--- src/rtl/result_memory_writer.sv ---
// Result memory writer: buffers result elements in a small FIFO and writes them sequentially to vector memory.
// Optional macro RESULT_RELU_EN clamps negative elements to zero on the write data path.
module result_memory_writer #(
   parameter int BASE_ADDR = 0,
   parameter int LENGTH    = 4,
   parameter int DEPTH     = 4
) (
   input  logic        clock,
   input  logic        clear,
   input  logic        en,
   input  logic [15:0] result_element,
   input  logic        result_valid,
   input  logic        result_last,
   output logic        result_ready,
   input  logic        mem_grant,
   output logic [9:0]  vector_memory_address,
   output logic        memory_enable,
   output logic        memory_write,
   output logic [15:0] filter_write_element,
   output logic [9:0]  write_count,
   output logic        busy,
   output logic        done
);

   localparam int PTR_W = $clog2(DEPTH);

   typedef enum logic [1:0] {IDLE, WRITE, DONE} state_t;

   state_t            state_reg, state_next;
   logic [16:0]       fifo_mem [DEPTH];   // {last flag, element}
   logic [PTR_W-1:0]  wr_ptr_reg, rd_ptr_reg;
   logic [PTR_W:0]    fill_reg;
   logic [9:0]        accept_count_reg;
   logic [9:0]        write_count_reg;
   logic              final_accepted_reg;
   logic              mem_enable_reg;
   logic [9:0]        address_reg;
   logic [15:0]       data_reg;
   logic              done_reg;

   logic              fifo_full, fifo_empty;
   logic              push, pop, last_write;
   logic [16:0]       head;
   logic [15:0]       write_data;

   assign fifo_full  = (fill_reg == (PTR_W+1)'(DEPTH));
   assign fifo_empty = (fill_reg == '0);
   assign head       = fifo_mem[rd_ptr_reg];

   assign pop  = (state_reg == WRITE) && !fifo_empty && mem_grant && en;
   // A pop in the same edge frees a slot, so a full FIFO can still accept.
   assign result_ready = (state_reg == WRITE) && (!fifo_full || pop) && !final_accepted_reg;
   assign push = result_valid && result_ready;
   assign last_write = pop && ((write_count_reg == 10'(LENGTH - 1)) || head[16]);

`ifdef RESULT_RELU_EN
   assign write_data = head[15] ? 16'd0 : head[15:0];
`else
   assign write_data = head[15:0];
`endif

   always_comb begin
      state_next = state_reg;
      case (state_reg)
         IDLE:    if (en) state_next = WRITE;
         WRITE: begin
            if (!en)             state_next = IDLE;
            else if (last_write) state_next = DONE;
         end
         DONE:    if (!en) state_next = IDLE;
         default: state_next = IDLE;
      endcase
   end

   always_ff @(posedge clock) begin
      if (push) fifo_mem[wr_ptr_reg] <= {result_last, result_element};
   end

   always_ff @(posedge clock or negedge clear) begin
      if (!clear) begin
         state_reg          <= IDLE;
         wr_ptr_reg         <= '0;
         rd_ptr_reg         <= '0;
         fill_reg           <= '0;
         accept_count_reg   <= '0;
         write_count_reg    <= '0;
         final_accepted_reg <= 1'b0;
         mem_enable_reg     <= 1'b0;
         address_reg        <= '0;
         data_reg           <= '0;
         done_reg           <= 1'b0;
      end else begin
         state_reg      <= state_next;
         mem_enable_reg <= pop;
         address_reg    <= pop ? 10'(BASE_ADDR) + write_count_reg : 10'd0;
         data_reg       <= pop ? write_data : 16'd0;
         done_reg       <= last_write;
         // Returning to IDLE (abort or end of run) flushes everything for a fresh run.
         if (state_next == IDLE) begin
            wr_ptr_reg         <= '0;
            rd_ptr_reg         <= '0;
            fill_reg           <= '0;
            accept_count_reg   <= '0;
            write_count_reg    <= '0;
            final_accepted_reg <= 1'b0;
         end else begin
            if (push) begin
               wr_ptr_reg       <= wr_ptr_reg + 1'b1;
               accept_count_reg <= accept_count_reg + 1'b1;
               if ((accept_count_reg == 10'(LENGTH - 1)) || result_last)
                  final_accepted_reg <= 1'b1;
            end
            if (pop) begin
               rd_ptr_reg      <= rd_ptr_reg + 1'b1;
               write_count_reg <= write_count_reg + 1'b1;
            end
            if (push && !pop)      fill_reg <= fill_reg + 1'b1;
            else if (pop && !push) fill_reg <= fill_reg - 1'b1;
         end
      end
   end

   assign vector_memory_address = address_reg;
   assign memory_enable         = mem_enable_reg;
   assign memory_write          = mem_enable_reg;
   assign filter_write_element  = data_reg;
   assign write_count           = write_count_reg;
   assign busy                  = (state_reg == WRITE);
   assign done                  = done_reg;

endmodule

--- config.mk ---
export PLATFORM = sky130hd
export DESIGN_NAME = result_memory_writer
export DESIGN_NICKNAME = d
export VERILOG_FILES = /design/src/rtl/result_memory_writer.sv
export SDC_FILE = /design/constraint.sdc
export NUM_CORES = 1
export LEC_CHECK = 0
export CORE_MARGIN = 8
export CORE_UTILIZATION = 45
export DETAILED_ROUTE_END_ITERATION = 8
export PLACE_DENSITY = 0.73
export SLEW_MARGIN = 25
export SYNTH_ARGS = -nofsm -noshare
export SYNTH_HDL_FRONTEND = slang
export SYNTH_SLANG_ARGS = --single-unit
--- constraint.sdc ---
create_clock -name clock -period 1.8 [get_ports clock]
set_input_delay 0.36 -clock clock [delete_from_list [all_inputs] [get_ports clock]]
set_output_delay 0.36 -clock clock [all_outputs]
set_load 0.01 [all_outputs]
**After elaboration in Yosys (flattened, before gate mapping)**

Memory sizes are Yosys's and may differ from the RTL's.
Index checks and enable logic that the tools add are counted.
W data, S select, Z words.

- Bits in registers: 58
- Bits in latches: 0
- Memory bits (writable): 68
- Bits in read-only memories: 0
- Input bits: 22
- Output and inout bits: 41
- Word-level logic and storage cells: 71
- Memories kept: 1

Memory list:

| name | depth | bits a word | rd ports | clocked after memory_dff | write ports | line | source |
|---|---|---|---|---|---|---|---|
| fifo_mem | 4 | 17 | 1 | 0 | 1 | 30 | `logic [16:0] fifo_mem [DEPTH];` |

- Add/sub/neg operators: 6
- Multipliers: 0
- Divide/modulo/power cells: 0
- Order comparisons: 0
- Equality and inequality tests: 5
- Shifts and indexed selects: 0
- Multiplexer cells: 23
- Bitwise logic cells: 0
- Reductions and logical operators: 25

Operators with widths:

| operator | number |
|---|---|
| $mux W10 | 5 |
| $add A10 B1 Y10 const B | 2 |
| $eq A10 B2 Y1 const B | 2 |
| $mux W16 | 1 |
| $mux W2 | 8 |
| $logic_and A1 B1 Y1 | 9 |
| $mux W3 | 3 |
| $pmux W2 S3 | 1 |
| $reduce_bool A2 Y1 | 3 |
| $logic_not A1 Y1 | 5 |
| $mux W1 | 5 |
| $add A2 B1 Y2 const B | 2 |
| $logic_not A2 Y1 | 2 |
| $add A3 B1 Y3 const B | 1 |
| $eq A3 B3 Y1 const B | 1 |
| $logic_not A3 Y1 | 1 |
| $logic_or A1 B1 Y1 | 3 |
| $reduce_bool A3 Y1 | 1 |
| $sub A3 B1 Y3 const B | 1 |
| $eq A2 B1 Y1 const B | 1 |
| $eq A2 B2 Y1 const B | 1 |
| $reduce_and A2 Y1 | 1 |

**Logic depth before layout (Yosys ltp)**

- Depth in word-level cells: 14
- Mapped depth: 9
- Mapped depth without buffers: 8

**Least setup slack after synthesis**

Ideal clock, no wire load.

- Kind: register to register
- From: register fill_reg[1]
- To: register fill_reg[2]
- Library setup time: 0.079 ns
- Arrival time: 1.893 ns
- Required time: 1.721 ns
- Path slack: -0.172 ns
- Stages on the path, launching flop included: 8
- Buffers on the path: 0
- Clock period less this slack: 1.972 ns
- Path through: dfrtp_1 -> a211oi_2 -> a21o_1 -> nor2_1 -> fa_1 -> and3_1 -> mux2i_1 -> mux2i_1

- Longest elaborated chain between the ends: 12
- Elaborated cells between the ends (all ways): 26
- Classes of those cells: add/sub (2); eq/ne (1); mux (6); reduce/logical (17)

Ends and longest elaborated chain:

| element | line | source |
|---|---|---|
| from (decl) | 32 | `logic [PTR_W:0] fill_reg;` |
| from (signal assigned) | 117 | `if (push && !pop) fill_reg <= fill_reg + 1'b1;` |
| from (signal assigned) | 118 | `else if (pop && !push) fill_reg <= fill_reg - 1'b1;` |
| parallel branches: the longest is 12 deep, another holds $logic_not A3 Y1 | -- |  |

Parallel ways; which one is timed is not known. The select of a mux whose other input is x is not followed.
A chain may end at the register's enable or synchronous reset.

**Worst setup path after layout**

- From: register fill_reg[1]
- To: register fill_reg[1]

- Longest elaborated chain between the ends: 12
- Elaborated cells between the ends (all ways): 26
- Classes of those cells: add/sub (2); eq/ne (1); mux (6); reduce/logical (17)

Ends and longest elaborated chain:

| element | line | source |
|---|---|---|
| $logic_not A3 Y1 * | 47 | `assign fifo_empty = (fill_reg == '0);` |
| $logic_not A1 Y1 * | 50 | `assign pop = (state_reg == WRITE) && !fifo_empty && mem_grant && en;` |
| $logic_and A1 B1 Y1 * (3 in series) | 50 |  |
| named net pop | 42 | `logic push, pop, last_write;` |
| parallel branches: the longest is 7 deep, another holds $pmux W2 S3 | -- |  |

Mark *: on every way through the listed nets, which the timed path passes. The select of a mux whose other input is x is not followed.

==> reports/metrics.yaml <==
clock_tree:
  root_buffer: "clkbuf_16"
  cts_tree: "done"
  cts_max_path_buffers: 2
  clock_latency_ps: 410
  cts_sinks: 126
  numCtsBuffers: 17
  clkTransAtPathRegs_ps: 60
  htreeDepth: 4
floorplanning:
  ios: 63
  dieHeight_um: 122.2
  die-area_mm2: 0.01492
  die_width_um: 122.2
  start_util: 0.4637
  fp-row-count: 38
  core_area_mm2: 0.01094
worst_setup_path:
  crit_path_cell_trace: "buf_4 -> or3_4 -> nand2_4 -> inv_2 -> nor2_2 -> fa_2 -> nor2_2 -> mux2_2"
  arrival_ps: 2340
  r2r_slack_ps: -180
  crit_path_start: "fill_reg[1]$_DFFE_PN0P_"
  reg2regPathDepth: 8
  criticalPathCategory: "register to register"
  critPathSlowestCell: "fa_2"
  required_ps: 2160
  reg2reg_from: "fill_reg[1]$_DFFE_PN0P_"
  worst-path-buf-inv: 2
  crit_path_start_kind: "register"
  worstSetupEndpointType: "register"
  crit_family: "simple AND/OR/NAND/NOR gates"
  timing.rr.end: "fill_reg[1]$_DFFE_PN0P_"
  path_common_cell: "nor2_2"
  worst-path-stages: 8
  cp_max_fo: 2
  crit_path_end: "fill_reg[1]$_DFFE_PN0P_"
  slowest_delay_ps: 450
placed_design:
  gp_congestion: 0.8661
  port_buffers: 62
  dp_hpwl_um: 6781
  dp.cells: 558
timing:
  skew_ps: 11.29
  final_hold_viol_count: 0
  slew_headroom: 0.6792
  drv_slew: 0
  fin_crit_sh: 1.103
  fin_ws_ps: -184.7
  setup_viol: 3
  rsz0062_at_grt: "yes"
  fmaxAchievable_mhz: 503.8
  period_minus_slack_ps: 1985
  worst_slew_pin_slew_ps: 477.6
detailed_routing:
  routed_wl_um: 11270
  drtIter0Drc: 264
  routed_via_density: 5.411
  ant_nets: 0
  route.vias.total: 3236
  drt_pass1_iterations: 4
  post-route-drc-count: 0
  wire_per_inst_um: 18.85
outcome:
  violations: "setup timing"
  status: "finished, violations left"
final_layout:
  fin_nets: 474
  final_cell_mix: "edfxtp_1, dfrtp_1, clkdlybuf4s50_1"
  area_growth_pct: 35.85
  n_antenna_cell: 0
  largest_register_ffs: 68
  fillers: 766
  top_register: "fifo_mem"
  drive_above_1_share: 0.2882
  final_util: 0.6300
  layoutNonFillerInstCount: 598
  layout_commonest_cell: "edfxtp_1"
power:
  irDropWorstVdd_mv: 0.5618
  powerDensity_mw_per_mm2: 1052
  leakage_uw: 0.002844
grt:
  overflow: 0
  grt_pass1_wl_um: 17440
  grt_pass1_vias: 3381
  track_usage: 0.1537
  grt_max_degree: 45
  antenna_found_initial: 0
hold_path:
  hold_path.class: "primary input to asynchronous set/reset pin"
synthesis:
  synth-edff-count: 68
  synth.distinct_cells: 52
  syn_inst: 327
  synthTopCellsByArea: "edfxtp_1, dfrtp_1, mux4_2, and3_1, nor2_1"
  synth_seq_area_share: 0.6889
  syn_area_mm2: 0.005071
  ys_ff_latch: 126
  synth_top_area_frac: 0.4027
  ys_async_sr_fraction: 0.4603
  syn_nets: 356
  synth_area_per_cell_um2: 15.51
  synth_ff_type: "edfxtp_1"
  yosys_warnings: 0
  yosys.area.top_type: "edfxtp_1"
run:
  drv_cap: 0
==> through the flow <==
step | worst slack, ps | hold slack [ps] | TNS [ps] | instance area [µm²] | total power [µW]
6_report | -184.7 | 395.0 | -493.1 | 6889 | 7245
5_1_grt | -263.9 | 428.9 | -791.6 | 6889 | 7476
4_1_cts | -162.8 | 400.9 | -445.3 | 6799 | 7239
3_5_place_dp | -633.7 | 298.8 | -37260 | 6193 | 3955
3_3_place_gp | -584.8 | 293.9 | -34460 | 6193 | 3925
2_1_floorplan | -126.9 | 64.41 | -209.4 | 5082 | 3607
==> repair_timing <==
item,CTS,global route
endpoints found under the hold margin,14,0
buffers inserted,3,5
resized for setup,17,14
hold buffers,1,0
setup endpoints to repair,12,79
pin swaps,3,9
==> synthesized netlist by cell type, types with 5 or more instances <==
| cell type | instances |
|---|---|
| clkbuf_1 | 6 |
| ha_1 | 6 |
| mux4_2 | 17 |
| mux2i_1 | 6 |
| nor2_1 | 28 |
| nand3_1 | 5 |
| edfxtp_1 | 68 |
| a21oi_1 | 8 |
| nand2_1 | 16 |
| and3_1 | 25 |
| inv_1 | 9 |
| xnor2_1 | 10 |
| dfrtp_1 | 58 |
==> worst min-delay path by stage <==
| stage | startpoint | to | slack (ps) | depth (start not counted) |
|---|---|---|---|---|
| 2_1_floorplan | clear | accept_count_reg[0]$_DFFE_PN0P_ | 60 | 0 |
| 3_3_place_gp | clear | filter_write_element[12]$_DFF_PN0_ | 290 | 1 |
| 3_5_place_dp | clear | filter_write_element[12]$_DFF_PN0_ | 300 | 1 |
| 4_1_cts | clear | filter_write_element[12]$_DFF_PN0_ | 400 | 2 |
| 5_1_grt | clear | filter_write_element[10]$_DFF_PN0_ | 430 | 2 |
| 6_report | clear | filter_write_element[12]$_DFF_PN0_ | 390 | 2 |
==> cells by family after synthesis <==
kind of cell | after synthesis | share of synthesized area
and+or+nand+nor | 101 | 0.1142
adders and majority gates | 7 | 0.01875
AOI/OAI and AO/OA | 32 | 0.04614
buffers and inverters | 25 | 0.02171
muxes | 24 | 0.08956
xor gates and xnor gates | 12 | 0.02073
DFF | 126 | 0.6889
==> layer usage <==
metal  vias to the layer above  global-route usage  wire (µm)
met4                         0             0.05407        193
met5                         -                   0          0
met1                      1658              0.1717       4411
li1                       1467                   -          -
met3                        21             0.04813        656
met2                        90              0.2716       6011
==> where the power goes <==
part	switching (µW)	internal, µW
logic	418	378
registers	49.3	3140
clock network	1300	1960
==> worst reg2reg max path, delay by kind of cell (launching register included) <==
family                     cells  cell delay, ps
and+or+nand+nor                4             710
DFF                            1             410
muxes                          1             160
buffers and inverters          2             190
adders and majority gates      1             450
==> area by class of cell <==
class                      count  area (µm²)  share of cell area
multi-input combinational    176        1531              0.2223
clock buffer                  18       439.2             0.06375
sequential                   126        3496              0.5074
inverter                      10       37.54            0.005449
clock inverter                14       131.4             0.01907
tap                          140       175.2             0.02543
timing repair buffer         114        1079              0.1566
Power figures use the tool's default switching activity.
==> RTL change, RTL diff (same flow settings) <==
Build with the macro `RESULT_RELU_EN` defined.
--- a/src/rtl/result_memory_writer.sv
+++ b/src/rtl/result_memory_writer.sv
@@ -1,5 +1,7 @@
 // Result memory writer: buffers result elements in a small FIFO and writes them sequentially to vector memory.
 // Optional macro RESULT_RELU_EN clamps negative elements to zero on the write data path.
+`define RESULT_RELU_EN
+
 module result_memory_writer #(
    parameter int BASE_ADDR = 0,
    parameter int LENGTH    = 4,
Behaviour: not the same (a bounded check fails within 4 cycles, from zero or initial values).
==> RTL change against the original RTL <==
- the flow still finishes with violations (negative setup slack)
- largest power group unchanged
- final area increased by 1.5%
- critical path type unchanged
- sequential share of layout area is 0.96 points lower
- synthesized area is 1.4% higher
- total power is 3.0% higher
- routed wire length down 5.1%
- sequential cell count shrank 1
- maximum frequency increased by 7.5%
- worst setup slack gained 0.14 ns
==> RTL change: results (changes against the original RTL) <==
[outcome]
status=finished with violations  ; unchanged
violations=negative setup slack  ; unchanged

[grt]
grt_start_max_net_pins=58  ; was 45
grt_util_met1_pct=17.9  ; was 17.2%
grtUsageMet3_pct=4.52  ; was 4.81%
use_met2_pct=24.7  ; was 27.2%
grt_pass1_wl_mm=16.7  ; was 17.4 mm
antenna_found_initial=0  ; unchanged
grt_use_total_pct=14.8  ; was 15.4%
grt_pass1_vias=3219  ; was 3381

[critical_path]
r2r_end=fill_reg[1]  ; unchanged
required_ns=2.08  ; was 2.16 ns
criticalPathCategory=flop to flop  ; unchanged
worst-r2r-cell-count=7  ; was 8
endpoint=fill_reg[1]  ; unchanged
crit_fanout=4  ; was 2
r2r_start=state_reg[1]  ; was fill_reg[1]

[timing]
hold_slack_ns=0.495  ; was 0.395 ns
slew_violations=0  ; unchanged
skew_ns=0.0115  ; was 0.0113 ns
setup_ws_ns=-0.0455  ; was -0.185 ns
setup-tns-final_ns=-0.0864  ; was -0.493 ns
finalSetupViolCount=3  ; unchanged

[cts]
h-tree-depth=4  ; unchanged
clk_pin_slew_worst_paths_ns=0.06  ; about the same
clk_path_buf_depth=2  ; unchanged
cts_buffers=17  ; unchanged
cts-root-buf=clkbuf_16  ; unchanged

[finish]
stdcell_count=596  ; was 598
largest_reg_flops=68  ; unchanged
antennaDiodeCount=0  ; unchanged
regMostFlops=fifo_mem  ; unchanged
num-nets-final=470  ; was 474
stdcell_area_sq_um=6990  ; was 6890 sq um
num-fill-cells=842  ; was 766
drive_above_1_share_pct=29.1  ; was 28.8%

[place]
place_inst=560  ; was 558
placed_area_sq_um=6260  ; was 6190 sq um
gp_congestion=0.812  ; was 0.866
dp_hpwl_mm=7.06  ; was 6.78 mm
io_buffer_count=61  ; was 62
place_ws_ns=-0.603  ; was -0.634 ns

[detailed_routing]
dr.pass1.iters=4  ; unchanged
drt_iter0_markers=272  ; was 264
wire_per_inst_um=17.9  ; was 18.8 um
vias=3122  ; was 3236

[synthesis]
synth.area.top_cells=edfxtp_1, dfrtp_1, mux4_2  ; unchanged
async_flop_share_pct=45.6  ; was 46.0%
synth.distinct_cells=54  ; was 52
yosysSeqAreaShare_pct=67.4  ; was 68.9%
synth_common_cells=edfxtp_1, dfrtp_1, nor2_1, and3_1, nand2_1  ; was edfxtp_1, dfrtp_1, nor2_1, and3_1, mux4_2
yosysWarnings=0  ; unchanged
synth_edf_count=68  ; unchanged
synth_area_per_cell_sq_um=15.7  ; was 15.5 sq um
synthFlopType=edfxtp_1  ; unchanged
synth_nets=356  ; unchanged

[pwr]
p_int_w=0.00587  ; was 0.00548 W
ir_worst_vdd_uv=812  ; was 562 uV
p_leak_nw=2.84  ; about the same

[min_path]
min_path_type=primary input to asynchronous set/reset pin  ; unchanged

==> RTL change: routing by layer <==
metal  routed length (um)  up-vias
met4                  144        0
met5                    0        -
met2                 5380       87
met3                  607       13
met1                 4560     1570
li1                     -     1452
==> RTL change: critical path: stages (launching register included) <==
cell	delay, ns
dfrtp_1	0.41
buf_6	0.13
nand4b_4	0.17
nor2_4	0.14
nor2b_4	0.05
fa_2	0.52
nor2_2	0.04
mux2_2	0.24
==> RTL change: power by group through the flow <==
| stage | registers [W] | clock network, W | logic [W] |
|---|---|---|---|
| 2_1_floorplan | 0.00321 | 0 | 0.000356 |
| 3_3_place_gp | 0.00322 | 0 | 0.000673 |
| 3_5_place_dp | 0.00322 | 0 | 0.000688 |
| 4_1_cts | 0.00317 | 0.00364 | 0.000712 |
| 5_1_grt | 0.00318 | 0.00376 | 0.000792 |
| 6_report | 0.00317 | 0.00356 | 0.000727 |
==> RTL change: timing repair <==
item / 4_1_cts / 5_1_grt
buffers inserted: 3 / 1
pin swaps: 5 / 3
hold buffers: 1 / 0
resized for setup: 22 / 6
hold endpoints to repair: 57 / 0
setup endpoints to repair: 16 / 20
==> RTL change: logic make-up after synthesis <==
group	after synthesis	synth area share, %
AO/OA/AOI/OAI	31	4.67
XOR/XNOR	14	2.38
adder cells (fa/ha/maj)	7	1.85
buffers and inverters	24	2.36
flip-flops	125	67.4
multiplexers	23	9.07
other	1	0.0729
AND/OR/NAND/NOR	102	12.2
==> RTL change: layout make-up <==
type	instances	share of cell area, %
Inverter	7	0.376
Multi-Input combinational cell	178	22.9
Clock inverter	10	2.33
Clock buffer	21	6.59
Timing Repair Buffer	112	15.5
Sequential cell	125	49.8
Tap cell	143	2.56
